==> src/rtl/sig_pkg.sv <==
// Shared light codes, request FSM encoding and default timing for the country-road request path.
// Latency: n/a (types and constants only); no backpressure.
package sig_pkg;

    typedef enum logic [1:0] {
        RED    = 2'd0,
        YELLOW = 2'd1,
        GREEN  = 2'd2
    } light_e;

    typedef enum logic [1:0] {
        IDLE    = 2'd0,
        REQUEST = 2'd1,
        SERVE   = 2'd2,
        RELEASE = 2'd3
    } state_e;

    localparam int DEBOUNCE_DEF  = 4;
    localparam int GAP_DEF       = 3;
    localparam int MAX_GREEN_DEF = 20;

endpackage

==> src/rtl/cntry_debounce.sv <==
// Two-flop synchroniser plus debounce filter for the country loop detector.
// Latency: car_present follows car_raw after 2+DEBOUNCE edges; no backpressure (free-running).
module cntry_debounce
    import sig_pkg::*;
#(
    parameter int DEBOUNCE = DEBOUNCE_DEF,
    parameter int CNT_W    = 5
) (
    input  logic clock,
    input  logic clear_n,
    input  logic car_raw,
    output logic car_present
);

    localparam logic [CNT_W-1:0] CNT_LAST = CNT_W'(DEBOUNCE - 1);

    logic             sync1_q, car_s_q;
    logic [CNT_W-1:0] cnt_q, cnt_d;
    logic             present_q, present_d;

    always_comb begin
        cnt_d     = '0;
        present_d = present_q;
        // The toggle and the counter clear share the edge where the count completes.
        if (car_s_q != present_q) begin
            if (cnt_q == CNT_LAST) begin
                present_d = ~present_q;
            end else begin
                cnt_d = cnt_q + CNT_W'(1);
            end
        end
    end

    always_ff @(posedge clock or negedge clear_n) begin
        if (!clear_n) begin
            sync1_q   <= 1'b0;
            car_s_q   <= 1'b0;
            cnt_q     <= '0;
            present_q <= 1'b0;
        end else begin
            sync1_q   <= car_raw;
            car_s_q   <= sync1_q;
            cnt_q     <= cnt_d;
            present_q <= present_d;
        end
    end

    assign car_present = present_q;

endmodule

==> src/rtl/cntry_request.sv <==
// Country-road car-waiting request X with gap-out/max-out release; optional CNTRY_HWY_MIN_GREEN_EN holds X low HWY_MIN cycles after service.
// Latency: X rises 3+DEBOUNCE edges after car_raw is first sampled high; no backpressure (controller light is observed, never stalled).
module cntry_request
    import sig_pkg::*;
#(
    parameter int DEBOUNCE  = DEBOUNCE_DEF,
    parameter int GAP       = GAP_DEF,
    parameter int MAX_GREEN = MAX_GREEN_DEF,
    parameter int CNT_W     = 5,
    parameter int HWY_MIN   = 8
) (
    input  logic       clock,
    input  logic       clear_n,
    input  logic       car_raw,
    input  logic [1:0] cntry,
    output logic       X,
    output logic       car_present,
    output logic       maxout
);

    if (DEBOUNCE < 1 || GAP < 1 || MAX_GREEN < 2 || (2 ** CNT_W) <= DEBOUNCE ||
        (2 ** CNT_W) <= GAP || (2 ** CNT_W) <= MAX_GREEN || (2 ** CNT_W) <= HWY_MIN) begin : g_bad_cfg
        $error("cntry_request: parameter out of range for CNT_W");
    end

    localparam logic [CNT_W-1:0] GAP_LAST = CNT_W'(GAP - 1);
    localparam logic [CNT_W-1:0] GRN_LAST = CNT_W'(MAX_GREEN - 1);

    state_e           state_q, state_d;
    logic [CNT_W-1:0] gap_q, gap_d;
    logic [CNT_W-1:0] grn_q, grn_d;
    logic             maxout_q, maxout_d;
`ifdef CNTRY_HWY_MIN_GREEN_EN
    localparam logic [CNT_W-1:0] HOLD_LOAD = CNT_W'(HWY_MIN);
    logic [CNT_W-1:0] hold_q, hold_d;
`endif

    cntry_debounce #(
        .DEBOUNCE (DEBOUNCE),
        .CNT_W    (CNT_W)
    ) u_debounce (
        .clock       (clock),
        .clear_n     (clear_n),
        .car_raw     (car_raw),
        .car_present (car_present)
    );

    always_comb begin
        state_d  = state_q;
        gap_d    = gap_q;
        grn_d    = grn_q;
        maxout_d = 1'b0;
`ifdef CNTRY_HWY_MIN_GREEN_EN
        hold_d   = hold_q;
`endif
        case (state_q)
            IDLE: begin
`ifdef CNTRY_HWY_MIN_GREEN_EN
                if (hold_q != '0) begin
                    hold_d = hold_q - CNT_W'(1);
                end
                if (car_present && hold_q == '0) begin
                    state_d = REQUEST;
                end
`else
                if (car_present) begin
                    state_d = REQUEST;
                end
`endif
            end
            REQUEST: begin
                // Latched: only the controller going green moves us on, not the car leaving.
                if (cntry == GREEN) begin
                    state_d = SERVE;
                    gap_d   = '0;
                    grn_d   = '0;
                end
            end
            SERVE: begin
                if (grn_q != GRN_LAST) begin
                    grn_d = grn_q + CNT_W'(1);
                end
                if (car_present) begin
                    gap_d = '0;
                end else if (gap_q != GAP_LAST) begin
                    gap_d = gap_q + CNT_W'(1);
                end
                if (grn_q == GRN_LAST) begin
                    state_d  = RELEASE;
                    maxout_d = 1'b1;
                end else if (!car_present && gap_q == GAP_LAST) begin
                    state_d = RELEASE;
                end else if (cntry != GREEN) begin
                    state_d = RELEASE;
                end
            end
            RELEASE: begin
                if (cntry == RED) begin
                    state_d = IDLE;
`ifdef CNTRY_HWY_MIN_GREEN_EN
                    hold_d  = HOLD_LOAD;
`endif
                end
            end
            default: state_d = IDLE;
        endcase
    end

    always_ff @(posedge clock or negedge clear_n) begin
        if (!clear_n) begin
            state_q  <= IDLE;
            gap_q    <= '0;
            grn_q    <= '0;
            maxout_q <= 1'b0;
`ifdef CNTRY_HWY_MIN_GREEN_EN
            hold_q   <= '0;
`endif
        end else begin
            state_q  <= state_d;
            gap_q    <= gap_d;
            grn_q    <= grn_d;
            maxout_q <= maxout_d;
`ifdef CNTRY_HWY_MIN_GREEN_EN
            hold_q   <= hold_d;
`endif
        end
    end

    assign X      = (state_q == REQUEST) || (state_q == SERVE);
    assign maxout = maxout_q;

endmodule

==> config.mk <==
export PLATFORM = sky130hd
export DESIGN_NAME = cntry_request
export DESIGN_NICKNAME = d
export VERILOG_FILES = /design/src/rtl/sig_pkg.sv /design/src/rtl/cntry_debounce.sv /design/src/rtl/cntry_request.sv
export SDC_FILE = /design/constraint.sdc
export NUM_CORES = 1
export LEC_CHECK = 0
export BUFFER_PORTS_ARGS = -buffer_cell sky130_fd_sc_hd__buf_2
export CORE_MARGIN = 2
export CORE_UTILIZATION = 45
export CTS_CLUSTER_SIZE = 16
export DETAILED_ROUTE_END_ITERATION = 16
export PLACE_DENSITY = 0.71
export SLEW_MARGIN = 10
export SYNTH_ARGS = -nofsm -noshare
export SYNTH_HDL_FRONTEND = slang
export SYNTH_HIERARCHICAL = 1
export SYNTH_SLANG_ARGS = --single-unit
==> constraint.sdc <==
create_clock -name clock -period 2 [get_ports clock]
set_input_delay 0 -clock clock [delete_from_list [all_inputs] [get_ports clock]]
set_output_delay 0 -clock clock [all_outputs]
set_load 0.1 [all_outputs]
==> results_dict.tcl, run 1 <==
set metrics [dict create \
    fp.dieH_um 54.4 \
    antenna_found_initial 0 \
    period_minus_slack_ns 1.96 \
    grt_pass1_wl_um 3490 \
    setup_viol 0 \
    finalMaxSlewViolations 0 \
    cts.path.max_buffers 2 \
    r2r_end "state_q[1]$_DFFE_PN0P_" \
    synth_edf_count 0 \
    cts_num_sinks 21 \
    skew_ns 0.00534 \
    start_util 0.470 \
    period_share 0.980 \
    reg2reg_slack_ns 0.04 \
    fin_util 0.527 \
    start_kind "register" \
    synth_top_cell_area_share 0.460 \
    synth-seq-area-share 0.460 \
    synth_cell_types 31 \
    maxCapViolations 0 \
    rsz0062_at_grt "yes" \
    synth-seq-cells 21 \
    synth_area_um2 1140 \
    startpoint "gap_q[0]$_DFFE_PN0P_" \
    synth-main-ff-cell "dfrtp_1" \
    track_usage 0.168 \
    power.density_nw_per_um2 1360 \
    timing.fmax_mhz 510 \
    postSynthCellCount 109 \
    first_pass_iters 4 \
    path_cells "inv_1, ha_1, or4b_4, or2_1, a21oi_2, mux2_4" \
    timing.rr.start "gap_q[0]$_DFFE_PN0P_" \
    worst_hold_slack_ns 0.138 \
    portBuffers 7 \
    area_growth_pct 12.1 \
    cts_tree "yes" \
    drive_gt1_frac 0.195 \
    critPathCapture "state_q[1]$_DFFE_PN0P_" \
    row_count 18 \
    root_buffer "clkbuf_4" \
    dieArea_um2 2960 \
    cts-buffers-inserted 3 \
    use_met1 0.176 \
    drt_wl_total_um 2040 \
    dp_hpwl_um 1490 \
    finalHoldViolations 0 \
    grt_pass1_vias 848 \
    gp_congestion 0.749 \
    yosys-top-cells-area "dfrtp_1 46%, ha_1 9.8%, o21ai_0 5.3%" \
    tightestPinTransition_ns 0.488 \
    coreArea_um2 2430 \
    crit_fanout 5 \
    viasPerCell 5.35 \
    status "completed" \
    ant_nets 0 \
    p_leak_nw 0.595 \
    synth_top_area_cell "dfrtp_1" \
    io_pins 8 \
    num_vias 818 \
    yosys-top-cells-count "21 x dfrtp_1, 12 x o21ai_0, 9 x ha_1, 9 x nor2_1, 7 x nand3_1" \
    drc_errors 0 \
    setup.worst_path.class "register to register" \
    h-tree-depth 1 \
    critical_path_arrival_ns 2.16 \
    clock_latency_ns 0.30 \
    drt-wirelength-per-cell_um 13.3 \
    first_iter_violations 1 \
    met2_usage 0.313 \
    power.total_mw 1.75 \
    grt_overflow 0 \
    num-fill-cells 225 \
    die_x_um 54.4 \
    rr_worst_depth 6 \
    max-vdd-ir-drop_mv 1.02 \
    yosysWarnings 6 \
    hold_class "input pin to register" \
    critPathMaxStageDelay_ns 0.46 \
    clkTransAtPathRegs_ns 0.12 \
    slew_headroom 0.677 \
    yosysMostFrequentCell "dfrtp_1" \
    antenna_cells 0 \
    end_kind "register" \
    grt-busiest-layer "met2" \
    grtUsageMet3 0.0383 \
    cp.required_ns 2.20 \
    avgSynthCellArea_um2 10.5 \
    grt_max_degree 22 \
    num-nets-final 138 \
    synth-async-reset-ratio 1.00 \
    syn-num-nets 123 \
    critical_path.slowest_cell "or4b_4" \
]
metal layers:
| layer | vias to the layer above | part of all wire |
|---|---|---|
| met2 | 6 | 0.53 |
| met4 | 0 | 0.0093 |
| li1 | 407 | - |
| met5 | - | 0 |
| met1 | 403 | 0.44 |
| met3 | 2 | 0.018 |
through the flow:
stage / cells / cell area [um2] / worst slack (ns) / setup TNS, ns
after global routing: 153 / 1280 / -0.0489 / -0.0489
after CTS: 153 / 1280 / 0.0226 / 0
after detailed placement: 147 / 1230 / 0.0414 / 0
after global placement: 147 / 1230 / 0.135 / 0
final: 153 / 1280 / 0.0408 / 0
after floorplan: 109 / 1140 / 0.152 / 0
critical path, delay by kind of cell, from the launching register on:
kind	cells	cell delay, ns
and+or+nand+nor	2	0.70
DFF	1	0.43
muxes	1	0.32
AOI/OAI and AO/OA	1	0.21
adders and majority gates	1	0.13
buffers and inverters	1	0.07
report_power, final:
group / internal, mW / leakage, nW / switching, mW
combinational: 0.341 / 0.300 / 0.587
sequential: 0.516 / 0.277 / 0.0970
clock: 0.0745 / 0.0177 / 0.132
cells by family after synthesis:
| logic type | synth area share |
|---|---|
| mux | 0.0470 |
| simple gates | 0.212 |
| fa+ha+maj | 0.0985 |
| compound gates | 0.129 |
| flops | 0.460 |
| buf+inv | 0.0230 |
| xor+xnor | 0.0306 |
layout make-up:
| class | instances | area, um2 | area share |
|---|---|---|---|
| multi-input cells | 81 | 596 | 0.464 |
| flip-flops and latches | 21 | 526 | 0.410 |
| repair buffers | 12 | 77.6 | 0.0605 |
| well taps | 30 | 37.5 | 0.0293 |
| clock buffers | 3 | 22.5 | 0.0176 |
| inverters | 5 | 18.8 | 0.0146 |
| clock inverters | 1 | 5.00 | 0.00390 |
how the worst min path moves through the flow:
| stage | startpoint | to | depth (start not counted) |
|---|---|---|---|
| 3_5_place_dp | clear_n | grn_q[0]$_DFFE_PN0P_ | 1 |
| 3_3_place_gp | clear_n | grn_q[0]$_DFFE_PN0P_ | 1 |
| 5_1_grt | cntry[1] | state_q[0]$_DFFE_PN0P_ | 5 |
| 6_report | cntry[0] | state_q[0]$_DFFE_PN0P_ | 5 |
| 2_1_floorplan | clear_n | gap_q[0]$_DFFE_PN0P_ | 0 |
| 4_1_cts | cntry[0] | state_q[0]$_DFFE_PN0P_ | 5 |
registers in the layout (all words and copies together), names as in the netlist:
signal	flops
state_q	2
u_debounce/car_present	1
u_debounce/car_s_q	1
maxout	1
grn_q	5
gap_q	5
u_debounce/cnt_q	5
u_debounce/sync1_q	1
cell usage in the layout, fill, tap and decap left out, types with 3 or more instances in the layout:
cell       n
buf_2      7
dfrtp_1   21
a22o_1     4
xor2_1     3
nand2b_1   5
nor2_1     9
ha_1       9
inv_1      5
or2_2      4
nand3_1    7
clkbuf_4   3
buf_4      3
o21ai_0   12
nand2_1    5
repair_timing:
action,in CTS,in global routing
setup endpoints to repair,0,1
resized for setup,0,2
buffers inserted,0,0
endpoints found under the hold margin,22,0
hold buffers,2,0
(Power assumes the default switching activity.)
==> run 2, diff against run 1 <==
CELL_PAD_IN_SITES_DETAIL_PLACEMENT = 1   (was unset)
CELL_PAD_IN_SITES_GLOBAL_PLACEMENT = 2   (was unset)
CORE_UTILIZATION = 34   (was 45)
SLEW_MARGIN = unset   (was 10)
==> run 2 against run 1 <==
  * Sequential power shrank 1%
  * Combinational power grew 4.1%
  * Global-route usage is 3.3 points lower
  * Die area grew 30%
  * Cell count rose by 12%
  * Critical path depth stayed put
  * Via count increased by 2.0%
==> results_dict.tcl, run 2 (synthesized netlist as in run 1, its figures left out) <==
set metrics [dict create \
    timing.fmax_mhz 524 \
    cp.required_ns 2.20 \
    postPlaceCellArea_um2 1270 \
    dieArea_um2 3840 \
    first_iter_violations 38 \
    end_kind "register" \
    rr_worst_depth 6 \
    startpoint "gap_q[0]$_DFFE_PN0P_" \
    row_count 21 \
    portBuffers 7 \
    multi_input_area_um2 592 \
    setup_viol 0 \
    p_leak_nw 0.606 \
    viasPerCell 4.85 \
    reg2reg_slack_ns 0.09 \
    critPathCapture "state_q[1]$_DFFE_PN0P_" \
    drive_gt1_frac 0.206 \
    drt-wirelength-per-cell_um 12.5 \
    finalHoldViolations 0 \
    most-common-layout-cells "21 x dfrtp_1, 12 x o21ai_0, 9 x nor2_1, 9 x ha_1" \
    area_growth_pct 15.5 \
    critical_path.slowest_cell "or4b_4" \
    r2r_end "state_q[1]$_DFFE_PN0P_" \
    setup.worst_path.class "register to register" \
    setup-tns-final_ns 0 \
    design_area_um2 1320 \
    period_share 0.953 \
    grt-busiest-layer "met2" \
    grt_overflow 0 \
    max-vdd-ir-drop_mv 0.430 \
    antenna_found_initial 0 \
    grt_pass1_vias 867 \
    path_cells "inv_1, ha_1, or4b_4, or2_0, a21oi_2, mux2_1" \
    num-nets-final 141 \
    clock_latency_ns 0.31 \
    grtUsageMet3 0.0248 \
    power.density_nw_per_um2 1350 \
    grt_pass1_wl_um 3750 \
    ctsResizeCount 0 \
    cts.path.max_buffers 2 \
    hold_class "input pin to async pin" \
    period_minus_slack_ns 1.91 \
    start_kind "register" \
    crit_buf_inv 1 \
    root_buffer "clkbuf_4" \
    dp_hpwl_um 1670 \
    reg.largest.list "gap_q: 5 flops, grn_q: 5 flops, u_debounce/cnt_q: 5 flops" \
    critical_path_arrival_ns 2.11 \
    drc_errors 0 \
    cts-buffers-inserted 3 \
    cts_tree "yes" \
    rsz0062_at_grt "no" \
    io_pins 8 \
    start_util 0.348 \
    status "completed" \
    fin_util 0.402 \
    coreArea_um2 3280 \
    finalMaxSlewViolations 0 \
    first_pass_iters 4 \
    maxCapViolations 0 \
    critPathMaxStageDelay_ns 0.46 \
    ant_nets 0 \
    gp_congestion 0.633 \
    layout_commonest_cell "dfrtp_1" \
    crit_fanout 3 \
    timing.rr.start "gap_q[0]$_DFFE_PN0P_" \
    skew_ns 0.00684 \
    num-fill-cells 387 \
    die_x_um 62.0 \
    slew_headroom 0.682 \
    fp.dieH_um 62.0 \
    regArea_um2 526 \
    clkTransAtPathRegs_ns 0.12 \
    met2_usage 0.220 \
    drt_wl_total_um 2140 \
    cpLargestDelayFamily "simple AND/OR/NAND/NOR gates" \
    track_usage 0.135 \
    cts_num_sinks 21 \
    power.total_mw 1.78 \
    cp.depth 6 \
    use_met1 0.166 \
    antenna_cells 0 \
    h-tree-depth 1 \
    tightestPinTransition_ns 0.477 \
    num_vias 834 \
    grt_max_degree 22 \
]
run 2: per-layer routing:
layer,wire (um),share of wire,up-vias
met2,1100,0.51,9
met1,959,0.45,410
met5,0,0,-
met3,41,0.019,6
met4,41,0.019,0
li1,-,-,409
run 2: metrics by stage:
| stage | std cells | hold WS (ns) | setup slack, ns |
|---|---|---|---|
| after floorplan | 109 | -0.296 | 0.152 |
| after global placement | 165 | -0.0105 | 0.156 |
| after detailed placement | 165 | -0.00196 | 0.0893 |
| after CTS | 171 | 0.152 | 0.0717 |
| after global routing | 172 | 0.219 | 0.00595 |
| final | 172 | 0.161 | 0.0932 |
run 2: worst register-to-register path, delay by kind of cell (launching register included):
family	cells	cell delay [ns]
AND/OR/NAND/NOR	2	0.70
flip-flops	1	0.40
buffers and inverters	1	0.06
AO/OA/AOI/OAI	1	0.17
adder cells (fa/ha/maj)	1	0.13
multiplexers	1	0.33
run 2: power by group:
| part | switching [mW] | leakage (nW) | internal (mW) |
|---|---|---|---|
| registers | 0.0894 | 0.277 | 0.516 |
| logic | 0.597 | 0.311 | 0.369 |
| clock network | 0.135 | 0.0177 | 0.0747 |
run 2: layout make-up:
type,count,area share
multi-input combinational,81,0.448
clock buffer,3,0.0170
clock inverter,1,0.00379
tap,46,0.0436
timing repair buffer,15,0.0758
sequential,21,0.398
inverter,5,0.0142
run 2: how the worst min path moves through the flow:
stage / start / to / slack (ns) / depth (start not counted)
floorplan: clear_n / gap_q[0]$_DFFE_PN0P_ / -0.30 / 0
global placement: clear_n / grn_q[2]$_DFFE_PN0P_ / -0.01 / 1
detailed placement: clear_n / grn_q[2]$_DFFE_PN0P_ / -0.002 / 1
CTS: cntry[0] / state_q[0]$_DFFE_PN0P_ / 0.15 / 5
global route: clear_n / maxout$_DFF_PN0_ / 0.22 / 2
finish: clear_n / grn_q[0]$_DFFE_PN0P_ / 0.16 / 2
run 2: what timing repair did:
action / in CTS / in global routing
setup endpoints to repair: 0 / 1
endpoints found under the hold margin: 22 / 0
hold buffers: 2 / 0
setup buffers: 0 / 1
==> run 3, diff against run 2 <==
CORE_UTILIZATION = 41   (was 34)
PLACE_DENSITY = 0.81   (was 0.71)
clock period = 2.3 ns   (was 2 ns; I/O delays follow)
==> run 3 against run 2 <==
  * First-iteration DRC count decreased by 55%
  * Non-clock buffer count shrank 6
  * Via count down 2.8%
  * Clock power decreased by 16%
  * Critical endpoint unchanged
  * Largest power group unchanged
==> results_dict.tcl, run 3 (synthesized netlist as in run 1, its figures left out) <==
set metrics [dict create \
    start_kind "register" \
    track_usage 0.155 \
    antenna_cells 0 \
    num-nets-final 135 \
    start_util 0.422 \
    power.density_nw_per_um2 1170 \
    cp.required_ns 2.49 \
    drt-wirelength-per-cell_um 14.2 \
    num_vias 811 \
    root_buffer "clkbuf_4" \
    ant_nets 0 \
    grt_pass1_wl_um 3800 \
    clock_latency_ns 0.30 \
    timing.rr.start "gap_q[0]$_DFFE_PN0P_" \
    grt_max_degree 22 \
    cts.path.max_buffers 2 \
    postPlaceCellArea_um2 1210 \
    first_pass_iters 4 \
    cts_setup_buffers 0 \
    end_kind "register" \
    timing.fmax_mhz 506 \
    period_minus_slack_ns 1.98 \
    gp_congestion 0.768 \
    startpoint "gap_q[0]$_DFFE_PN0P_" \
    coreArea_um2 2710 \
    cts_tree "yes" \
    design_area_um2 1260 \
    rr_worst_depth 6 \
    cpLargestDelayFamily "simple AND/OR/NAND/NOR gates" \
    crit_buf_inv 1 \
    cts-buffers-inserted 3 \
    setup-tns-final_ns 0 \
    maxCapViolations 0 \
    tightestPinTransition_ns 0.488 \
    dieArea_um2 3230 \
    io_pins 8 \
    critPathMaxStageDelay_ns 0.47 \
    drive_gt1_frac 0.167 \
    grt_pass1_vias 859 \
    cts_num_sinks 21 \
    area_growth_pct 9.96 \
    period_share 0.859 \
    viasPerCell 5.37 \
    layout_commonest_cell "dfrtp_1" \
    setup_viol 0 \
    dp_hpwl_um 1620 \
    drt_wl_total_um 2150 \
    rsz0062_at_grt "no" \
    setup.worst_path.class "register to register" \
    finalHoldViolations 0 \
    portBuffers 7 \
    cp.depth 6 \
    p_leak_nw 0.575 \
    fp.dieH_um 56.8 \
    reg.largest.list "gap_q: 5 flops, grn_q: 5 flops, u_debounce/cnt_q: 5 flops" \
    finalMaxSlewViolations 0 \
    antenna_found_initial 0 \
    hold_class "input pin to register" \
    grt_overflow 0 \
    path_cells "inv_1, ha_1, or4b_4, or2_0, a21oi_2, mux2_1" \
    critPathCapture "state_q[1]$_DFFE_PN0P_" \
    critical_path.slowest_cell "or4b_4" \
    critical_path_arrival_ns 2.17 \
    instances_no_fill 151 \
    slew_headroom 0.677 \
    crit_fanout 5 \
    clkTransAtPathRegs_ns 0.12 \
    max-vdd-ir-drop_mv 1.14 \
    most-common-layout-cells "21 x dfrtp_1, 12 x o21ai_0, 9 x nor2_1, 9 x ha_1" \
    drc_errors 0 \
    placed_cells 145 \
    h-tree-depth 1 \
    die_x_um 56.8 \
    r2r_end "state_q[1]$_DFFE_PN0P_" \
    reg2reg_slack_ns 0.32 \
    row_count 19 \
    status "completed" \
    skew_ns 0.00650 \
    first_iter_violations 17 \
]
run 3: cell types whose count changed in the layout (fill, tap and decap cells not counted):
cell	change
buf_4	-6
run 3: through the flow:
| stage | utilization | total power [mW] | setup WS [ns] | hold WS, ns |
|---|---|---|---|---|
| CTS | 0.464 | 1.49 | 0.310 | 0.156 |
| global placement | 0.446 | 1.28 | 0.310 | -0.0113 |
| floorplan | - | 1.16 | 0.452 | -0.296 |
| global route | 0.464 | 1.60 | 0.122 | 0.174 |
| finish | 0.464 | 1.47 | 0.324 | 0.162 |
| detailed placement | 0.446 | 1.30 | 0.328 | -0.0119 |
run 3: repair_timing:
| item | in CTS | in global routing |
|---|---|---|
| hold endpoints to repair | 22 | 0 |
| hold buffers | 2 | 0 |
| resized for setup | 0 | 0 |
run 3: final cells by class:
class | count | area [um2]
clock buffer | 3 | 22.5
clock inverter | 1 | 5.00
fill | 313 | 1450
inverter | 5 | 18.8
multi-input combinational | 81 | 592
sequential | 21 | 526
tap | 31 | 38.8
timing repair buffer | 9 | 55.1
run 3: report_power, final:
group	internal (mW)	switching [mW]	total, mW
combinational	0.254	0.506	0.759
sequential	0.449	0.0838	0.533
clock	0.0648	0.112	0.177
total	0.768	0.701	1.47
run 3: how the worst min path moves through the flow:
| stage | from | to | slack [ns] | depth (start not counted) |
|---|---|---|---|---|
| floorplan | clear_n | gap_q[0]$_DFFE_PN0P_ | -0.30 | 0 |
| global placement | clear_n | grn_q[2]$_DFFE_PN0P_ | -0.01 | 1 |
| detailed placement | clear_n | grn_q[2]$_DFFE_PN0P_ | -0.01 | 1 |
| CTS | cntry[0] | state_q[0]$_DFFE_PN0P_ | 0.16 | 5 |
| global route | cntry[1] | state_q[0]$_DFFE_PN0P_ | 0.17 | 5 |
| finish | cntry[0] | state_q[0]$_DFFE_PN0P_ | 0.16 | 5 |
run 3: worst min-delay path, stage by stage:
cell     delay (ns)
buf_2          0.08
o21ai_0        0.07
nand3_1        0.11
a21oi_2        0.05
mux2i_1        0.11
run 3: layer usage:
layer  track usage  part of all wire  up-vias
li1              -                 -      397
met1         0.210              0.50      407
met2         0.246              0.47        5
met3        0.0276             0.022        2
met4        0.0598            0.0088        0
met5             0                 0        -
